`src/rtl/mul_pkg.sv`:
```
// Shared definitions for the shift-add multiplier: controller states and the
// default operand/counter widths also used by the product register and ALU wrappers.
package mul_pkg;

    localparam int MUL_WIDTH = 32;
    localparam int MUL_CNT_W = 6;

    typedef enum logic [1:0] {
        IDLE = 2'd0,
        RUN  = 2'd1,
        DONE = 2'd2
    } mul_state_e;

endpackage

```
`src/rtl/mul_iter_counter.sv`:
```
// Iteration counter for the multiplier controller; terminal_o flags the enabled
// edge on which the count reaches WIDTH.
module mul_iter_counter
    import mul_pkg::*;
#(
    parameter int WIDTH = MUL_WIDTH,
    parameter int CNT_W = MUL_CNT_W
) (
    input  logic             clk,
    input  logic             Reset,
    input  logic             clear_i,
    input  logic             enable_i,
    output logic [CNT_W-1:0] count_o,
    output logic             terminal_o
);

    logic [CNT_W-1:0] count_q;
    logic [CNT_W-1:0] count_d;

    always_comb begin
        count_d = count_q;
        if (clear_i) begin
            count_d = '0;
        end else if (enable_i) begin
            count_d = count_q + 1'b1;
        end
    end

    always_ff @(posedge clk or posedge Reset) begin
        if (Reset) begin
            count_q <= '0;
        end else begin
            count_q <= count_d;
        end
    end

    // Looks one step ahead so the FSM can leave RUN on the same edge the count hits WIDTH.
    assign terminal_o = enable_i && !clear_i && (count_q == CNT_W'(WIDTH - 1));
    assign count_o    = count_q;

endmodule

```
`src/rtl/mul_controller.sv`:
```
// Sequencing controller for the shift-add multiplier: drives product register
// load/shift/ready, holds the multiplicand, and stops after WIDTH iterations or an ALU carry.
module mul_controller
    import mul_pkg::*;
#(
    parameter int WIDTH = MUL_WIDTH,
    parameter int CNT_W = MUL_CNT_W
) (
    input  logic             clk,
    input  logic             Reset,
    input  logic             Run,
    input  logic [WIDTH-1:0] Multiplicand_in,
    input  logic             Product_lsb,
    input  logic             ALU_carry,
    output logic             W_ctrl,
    output logic             SRL_ctrl,
    output logic             ADDU_ctrl,
    output logic             Ready,
    output logic             Busy,
    output logic             Overflow,
    output logic [WIDTH-1:0] Multiplicand_out,
    output logic [CNT_W-1:0] Count
);

    mul_state_e       state_q;
    logic             wCtrl_q;
    logic             srlCtrl_q;
    logic             ready_q;
    logic             busy_q;
    logic             overflow_q;
    logic [WIDTH-1:0] multiplicand_q;

    logic             cntClear;
    logic             cntEnable;
    logic             cntTerminal;

    assign cntClear  = (state_q == IDLE) && Run;
    assign cntEnable = (state_q == RUN);

    mul_iter_counter #(
        .WIDTH (WIDTH),
        .CNT_W (CNT_W)
    ) u_iter_counter (
        .clk        (clk),
        .Reset      (Reset),
        .clear_i    (cntClear),
        .enable_i   (cntEnable),
        .count_o    (Count),
        .terminal_o (cntTerminal)
    );

    // DONE is only left through Reset, because the product register reloads the multiplier only then.
    always_ff @(posedge clk or posedge Reset) begin
        if (Reset) begin
            state_q        <= IDLE;
            wCtrl_q        <= 1'b1;
            srlCtrl_q      <= 1'b0;
            ready_q        <= 1'b0;
            busy_q         <= 1'b0;
            overflow_q     <= 1'b0;
            multiplicand_q <= '0;
        end else begin
            case (state_q)
                IDLE: begin
                    if (Run) begin
                        multiplicand_q <= Multiplicand_in;
                        state_q        <= RUN;
                        wCtrl_q        <= 1'b0;
                        srlCtrl_q      <= 1'b1;
                        busy_q         <= 1'b1;
                    end
                end
                RUN: begin
                    if (ALU_carry || cntTerminal) begin
                        state_q   <= DONE;
                        srlCtrl_q <= 1'b0;
                        busy_q    <= 1'b0;
                        ready_q   <= 1'b1;
                        if (ALU_carry) begin
                            overflow_q <= 1'b1;
                        end
                    end
                end
                DONE: begin
                    state_q <= DONE;
                end
                default: begin
                    state_q <= IDLE;
                end
            endcase
        end
    end

    assign W_ctrl           = wCtrl_q;
    assign SRL_ctrl         = srlCtrl_q;
    assign Ready            = ready_q;
    assign Busy             = busy_q;
    assign Overflow         = overflow_q;
    assign Multiplicand_out = multiplicand_q;
    assign ADDU_ctrl        = (state_q == RUN) && Product_lsb;

endmodule

```
`config.mk`:
```
export PLATFORM = sky130hd
export DESIGN_NAME = mul_controller
export DESIGN_NICKNAME = d
export VERILOG_FILES = /design/src/rtl/mul_pkg.sv /design/src/rtl/mul_iter_counter.sv /design/src/rtl/mul_controller.sv
export SDC_FILE = /design/constraint.sdc
export NUM_CORES = 1
export LEC_CHECK = 0
export ABC_AREA = 0
export BUFFER_PORTS_ARGS = -buffer_cell sky130_fd_sc_hd__buf_2
export CAP_MARGIN = 10
export CORE_UTILIZATION = 30
export CTS_BUF_LIST = sky130_fd_sc_hd__clkbuf_2 sky130_fd_sc_hd__clkbuf_4 sky130_fd_sc_hd__clkbuf_8
export DETAILED_ROUTE_END_ITERATION = 7
export SYNTH_ARGS = -nofsm -noshare
export SYNTH_HDL_FRONTEND = slang
export SYNTH_SLANG_ARGS = --single-unit
```
`constraint.sdc`:
```
create_clock -name clk -period 1.65 [get_ports clk]
set_input_delay 0.495 -clock clk [delete_from_list [all_inputs] [get_ports clk]]
set_output_delay 0.495 -clock clk [all_outputs]
set_load 0.03 [all_outputs]
```
### After elaboration in Yosys (flattened, before gate mapping)

Cells that the tools add are included.

| storage, ports and cells | value |
|---|---|
| bits in writable memories | 0 |
| bits in read-only memories | 0 |
| register bits after elaboration | 44 |
| bits in latches | 0 |
| memories | 0 |
| output and inout port bits | 44 |
| input bits | 37 |
| word-level logic and storage cells | 35 |

| cells by class | value |
|---|---|
| bitwise gates (word level) | 0 |
| shifts and indexed selects | 0 |
| reduce and logical (&&, ||, !) cells | 14 |
| $mul | 0 |
| order comparisons | 0 |
| equal/unequal tests | 5 |
| multiplexer cells | 8 |
| div/mod/pow operators | 0 |
| add/subtract/negate cells | 1 |

Operators by type and width:

| kind | count |
|---|---|
| 6-bit two-way mux | 2 |
| 6-bit by 1-bit adder with 6-bit output (second input constant) | 1 |
| 6-bit by 5-bit == test with 1-bit output (second input constant) | 1 |
| 2-bit case mux with 3 select lines | 1 |
| 2-bit AND reduction | 3 |
| 3-bit AND reduction | 2 |
| 1-bit logical AND | 4 |
| 2-bit two-way mux | 2 |
| 2-bit != test (second input constant) | 2 |
| 2-bit nonzero test | 2 |
| 2-bit by 1-bit == test with 1-bit output (second input constant) | 1 |
| 2-bit == test (second input constant) | 1 |
| 2-bit logical NOT | 1 |
| 1-bit two-way mux | 2 |
| 1-bit case mux with 2 select lines | 1 |
| 1-bit logical NOT | 1 |
| 1-bit logical OR | 1 |

### Logic depth before layout (Yosys ltp)

| depth | value |
|---|---|
| depth in word-level cells | 8 |
| depth in mapped cells | 7 |
| mapped depth without buffers | 6 |

### Hierarchy

From an unflattened synthesis, not the netlist that was laid out.

| second synthesis, totals | value |
|---|---|
| cells, all modules | 124 |
| area total of the unflattened synthesis | 1,935.6 um^2 |

By module, submodules not included:

| module | seq. area each (um^2) | area an instance (um^2) | instances | cells an instance |
|---|---|---|---|---|
| mul_controller | 952.2 | 1,647.8 | 1 | 96 |
| mul_iter_counter | 150.1 | 287.8 | 1 | 28 |

### Worst setup path before layout

OpenSTA, ideal clock, no wires.

| path | value |
|---|---|
| kind | reg-to-output |
| start point | reg state_q[1] |
| end point | out ADDU_ctrl |
| cell stages (with the launch flop) | 5 |
| arrival | 1,156 ps |
| setup slack | -1 ps |
| required time | 1,155 ps |
| path buffers | 1 |
| path through | dfrtp_1 -> inv_1 -> ha_1 -> buf_2 -> and2_1 |

| between the ends | value |
|---|---|
| longest elaborated chain between the ends | 2 |

RTL lines:

| element | line | source |
|---|---|---|
| start: declaration | mul_controller.sv:25 | `mul_state_e state_q;` |
| start signal: assignment | mul_controller.sv:55 | `state_q <= IDLE;` |
| start signal: assignment | mul_controller.sv:67 | `state_q <= RUN;` |
| start signal: assignment | mul_controller.sv:75 | `state_q <= DONE;` |
| 2-bit by 1-bit == test with 1-bit output | mul_controller.sv:100 | `assign ADDU_ctrl = (state_q == RUN) && Product_lsb;` |
| 1-bit logical AND | mul_controller.sv:100 |  |
| end: declaration | mul_controller.sv:17 | `output logic ADDU_ctrl,` |

No other way between the ends.

### Final worst setup path

| path | value |
|---|---|
| start point | reg state_q[0] |
| end point | out ADDU_ctrl |

Same word-level chain as after synthesis.

==> out/results.md <==
| Stage | Quantity | Value |
|---|---|---|
| status | Run status | finished with violations |
| status | Failing checks | negative setup slack |
| setup path | Required time worst endpoint | 1150 ps |
| clock tree | Skew-Pair Late Insertion Delay | 290 ps |
| logic synthesis | Cells taking the most area after synthesis | dfrtp_1 (59%), nand2_1 (21%), ha_1 (3.4%) |
| route | Metal1 wirelength | 1.789 mm |
| route | Violation count after the first detailed-routing iteration | 57 |
| global routing | Number of antenna violations at the first check in global routing | 0 |
| logic synthesis | Register bit count reported by yosys | 44 |
| clock tree | CTS tree | yes |
| route | Initial DRT Pass Iterations | 4 |
| setup path | Worst endpoint data arrival time | 1170 ps |
| route | Average wire per standard cell | 11.47 um |
| global routing | Wire length of the first global-routing pass | 6.796 mm |
| finish | Number of standard cells in the layout, taps in and fillers out | 352 |
| clock tree | Maximum buffer depth of the clock tree | 2 |
| setup path | Type of element launching the critical path | flop |
| setup path | Cell family with most CP delay | flip-flops |
| sta | Finish-stage setup viols | 1 |
| placed design | Total instance count after detailed placement | 341 |
| sta | Post-Route Setup TNS | -15.60 ps |
| setup path | Critical setup path kind | reg -> out |
| die | Core Box Area | 0.005675 sq mm |
| logic synthesis | Fraction of synthesized cell area taken by the top area cell type | 59.31% |
| global routing | Largest net degree at the start of global routing | 35 |
| sta | Relative slew margins | 74.34% |
| sta | Crit share post-route | 100.9% |
| setup path | Worst path cell trace | ha_4 -> and2_4 -> buf_6 |
| sta | RSZ-0062 raised after global routing | true |
| setup path | Max Fanout on Critical Path | 2 |
| route | DR vias | 1534 |
| pwr | Total leakage power | 1.417 nW |
| logic synthesis | Post-synthesis cell count | 192 |
| die | Chip height | 79.77 um |
| setup path | CP Buf/Inv Count | 1 |
| finish | Number of nets in the layout | 321 |
| route | Sum of routed wire length over all layers | 4.039 mm |
| sta | Highest attainable clock frequency | 600.4 MHz |
| logic synthesis | Dominant combinational cell family by area after synthesis | simple AND/OR/NAND/NOR gates |
| clock tree | Post-CTS Hold Buffers | 0 |
| sta | Actual slew at the worst max-slew pin | 384.3 ps |
| pwr | IR Drop Worst-Case VDD | 0.0007931 V |
| finish | Number of inserted diodes | 0 |
| route | Uppermost metal layer occupied by signal nets | met4 |
| logic synthesis | Xor-xnor portion of the synthesized cell area | 1.931% |
| die | Num ports | 81 |
| logic synthesis | Synth unique cells | 25 |
| sta | Final worst path period need | 1666 ps |
| logic synthesis | Post-Syn Area per Cell | 9.449 sq um |
| logic synthesis | Most numerous cell in the Yosys netlist | nand2_1 |
| clock tree | Clock transition at the register clock pins on the worst setup and hold paths after CTS | 80 ps |
| die | Cell row count | 27 |
| run | Max-Cap Viols | 0 |
| placed design | Post-DP HPWL | 2.878 mm |
| logic synthesis | Number of flops mapped to enable cells by yosys | 0 |
| logic synthesis | Fraction of registers with async set or reset after synthesis | 100.0% |
| finish | Fill cell instance count of the final layout | 591 |
| route | Post-route antenna net violation count | 0 |
| finish | Layout overhead on the synthesized area | 36.69% |
| logic synthesis | Arithmetic-cell share of the synthesized area counting full adders, half adders and majority gates | 3.448% |
| logic synthesis | Share of the synthesized area in compound gates (AO/OA/AOI/OAI) | 3.241% |
| setup path | Worst-case reg-to-reg path depth | 6 |
| setup path | Reg-to-reg critical path startpoint | state_q[0]$_DFFE_PP0P_ |
| logic synthesis | Post-synthesis share of cell area spent on and, or, nand and nor gates | 25.45% |
| die | Effective utilization at floorplan | 31.97% |
| logic synthesis | Synthesis Warnings | 0 |
| global routing | GRT Util Overall | 13.91% |
| logic synthesis | Syn Nets | 234 |
| setup path | Reg2reg end | state_q[1]$_DFFE_PP0P_ |
| sta | Largest clock skew in the final design | 8.329 ps |
| setup path | Slowest cell on crit path | dfrtp_1 |
| clock tree | CTS buffer count | 5 |
| clock tree | Level count of the clock H-tree | 2 |
| clock tree | Sinks on Clock Net | 44 |
| logic synthesis | Cell taking the most area after synthesis | dfrtp_1 |
| route | Total length of routed met3 wires | 186 um |
| clock tree | Cell chosen for the clock root | clkbuf_8 |
| logic synthesis | Fraction of the yosys area taken by sequential cells | 60.76% |
| logic synthesis | Synthesized area | 0.001814 sq mm |
| die | Horizontal extent of the die | 79.77 um |
| die | Total die area | 0.006362 sq mm |
| route | Drc violations | 0 |
| placed design | Final weighted congestion in routability-driven placement | 0.7111 |
| setup path | Endpoint kind of the worst setup timing path | output port |
| placed design | IO buf count | 80 |
| global routing | Number of global-route vias before repair | 1517 |
| global routing | Total overflow reported by the global router | 0 |
| sta | Total count of max-transition violations in the final report | 0 |
| pwr | PwrDens | 1987 mW/mm^2 |
| route | Vias per Instance | 4.358 |
| worst hold path | Kind of path behind the tightest hold check | in -> async |
| logic synthesis | Share of cell area taken by muxes after synthesis | 1.793% |
| sta | Final WS setup | -15.60 ps |
| setup path | Crit path largest cell delay | 420 ps |
| finish | Fraction of layout cells with a size suffix above 1 | 37.14% |
| finish | Final Util | 43.69% |
| sta | Endpoints failing hold | 0 |
| logic synthesis | Dominant synthesized flop cell | dfrtp_1 |
| route | Met2 Routed Length | 1.987 mm |
| setup path | Register-to-register setup slack | 100 ps |
| logic synthesis | Top cells by instance count after synthesis | nand2_1 (100), dfrtp_1 (43), ha_1 (5), inv_1 (5), nor2_1 (5) |
## logic make-up after synthesis
family	Yosys count
DFF	44
muxes	3
buffers and inverters	14
AOI/OAI and AO/OA	8
xor gates and xnor gates	4
and+or+nand+nor	114
adders and majority gates	5
## worst max path at each step
stage,from,end,depth (start not counted)
after floorplan,state_q[1]$_DFFE_PP0P_,ADDU_ctrl,4
after global placement,state_q[1]$_DFFE_PP0P_,state_q[1]$_DFFE_PP0P_,6
after detailed placement,state_q[1]$_DFFE_PP0P_,state_q[1]$_DFFE_PP0P_,6
after CTS,state_q[1]$_DFFE_PP0P_,ADDU_ctrl,4
after global routing,state_q[0]$_DFFE_PP0P_,ADDU_ctrl,3
final,state_q[0]$_DFFE_PP0P_,ADDU_ctrl,3
## sequential cells by signal, indices dropped and copies added, names as in the netlist
signal	flops
Multiplicand_out	32
u_iter_counter.count_o	6
state_q	2
Busy	1
Overflow	1
Ready	1
W_ctrl	1
## power breakdown
part	switching, mW	total [mW]	internal, mW
Sequential	0.254	1.77	1.52
Clock	0.344	0.742	0.399
Combinational	1.64	2.41	0.773
Total	2.24	4.93	2.69
## per-stage QoR
stage | worst slack, ps | total power, mW | hold slack [ps] | instance area, sq um
6_report | -15.60 | 4.928 | 176.6 | 2480
5_1_grt | -53.96 | 5.302 | 197.0 | 2480
4_1_cts | -31.91 | 5.000 | 185.9 | 2472
3_5_place_dp | 101.1 | 4.157 | 451.8 | 2333
3_3_place_gp | 152.1 | 4.103 | 454.6 | 2333
2_1_floorplan | 63.36 | 3.416 | 464.2 | 1815
## final cells by class
class                      instances  area [sq um]  area share, %
sequential                        44          1102          44.45
multi-input combinational        134         665.6          26.84
timing repair buffer              89         499.2          20.13
clock buffer                       8         103.9          4.188
tap                               72         90.09          3.633
inverter                           5         18.77         0.7568
## routing by layer
metal	vias to the layer above	track usage [%]
met2	46	24.70
li1	768	-
met4	0	6.964
met5	-	0
met1	713	16.00
met3	7	2.400
## timing repair
| item | 4_1_cts | 5_1_grt |
|---|---|---|
| endpoints found under the setup margin | 1 | 1 |
| resized for setup | 6 | 0 |
| pin swaps | 1 | 2 |
| setup buffers | 2 | 1 |
## layout by cell type (no fill, tap or decap), types with 2 or more instances in the layout
| master | netlist | layout |
|---|---|---|
| nor2_1 | 5 | 5 |
| inv_2 | 0 | 2 |
| ha_1 | 5 | 4 |
| o21ai_0 | 2 | 2 |
| buf_2 | 4 | 79 |
| nand3b_1 | 2 | 2 |
| buf_4 | 1 | 7 |
| and2_1 | 3 | 2 |
| nand2_1 | 100 | 100 |
| mux2_1 | 2 | 2 |
| clkbuf_8 | 0 | 7 |
| buf_12 | 0 | 2 |
| dfrtp_1 | 43 | 43 |
| inv_1 | 5 | 3 |
| a21o_1 | 2 | 2 |
| xor2_1 | 3 | 3 |
Power figures use the tool's default switching activity.
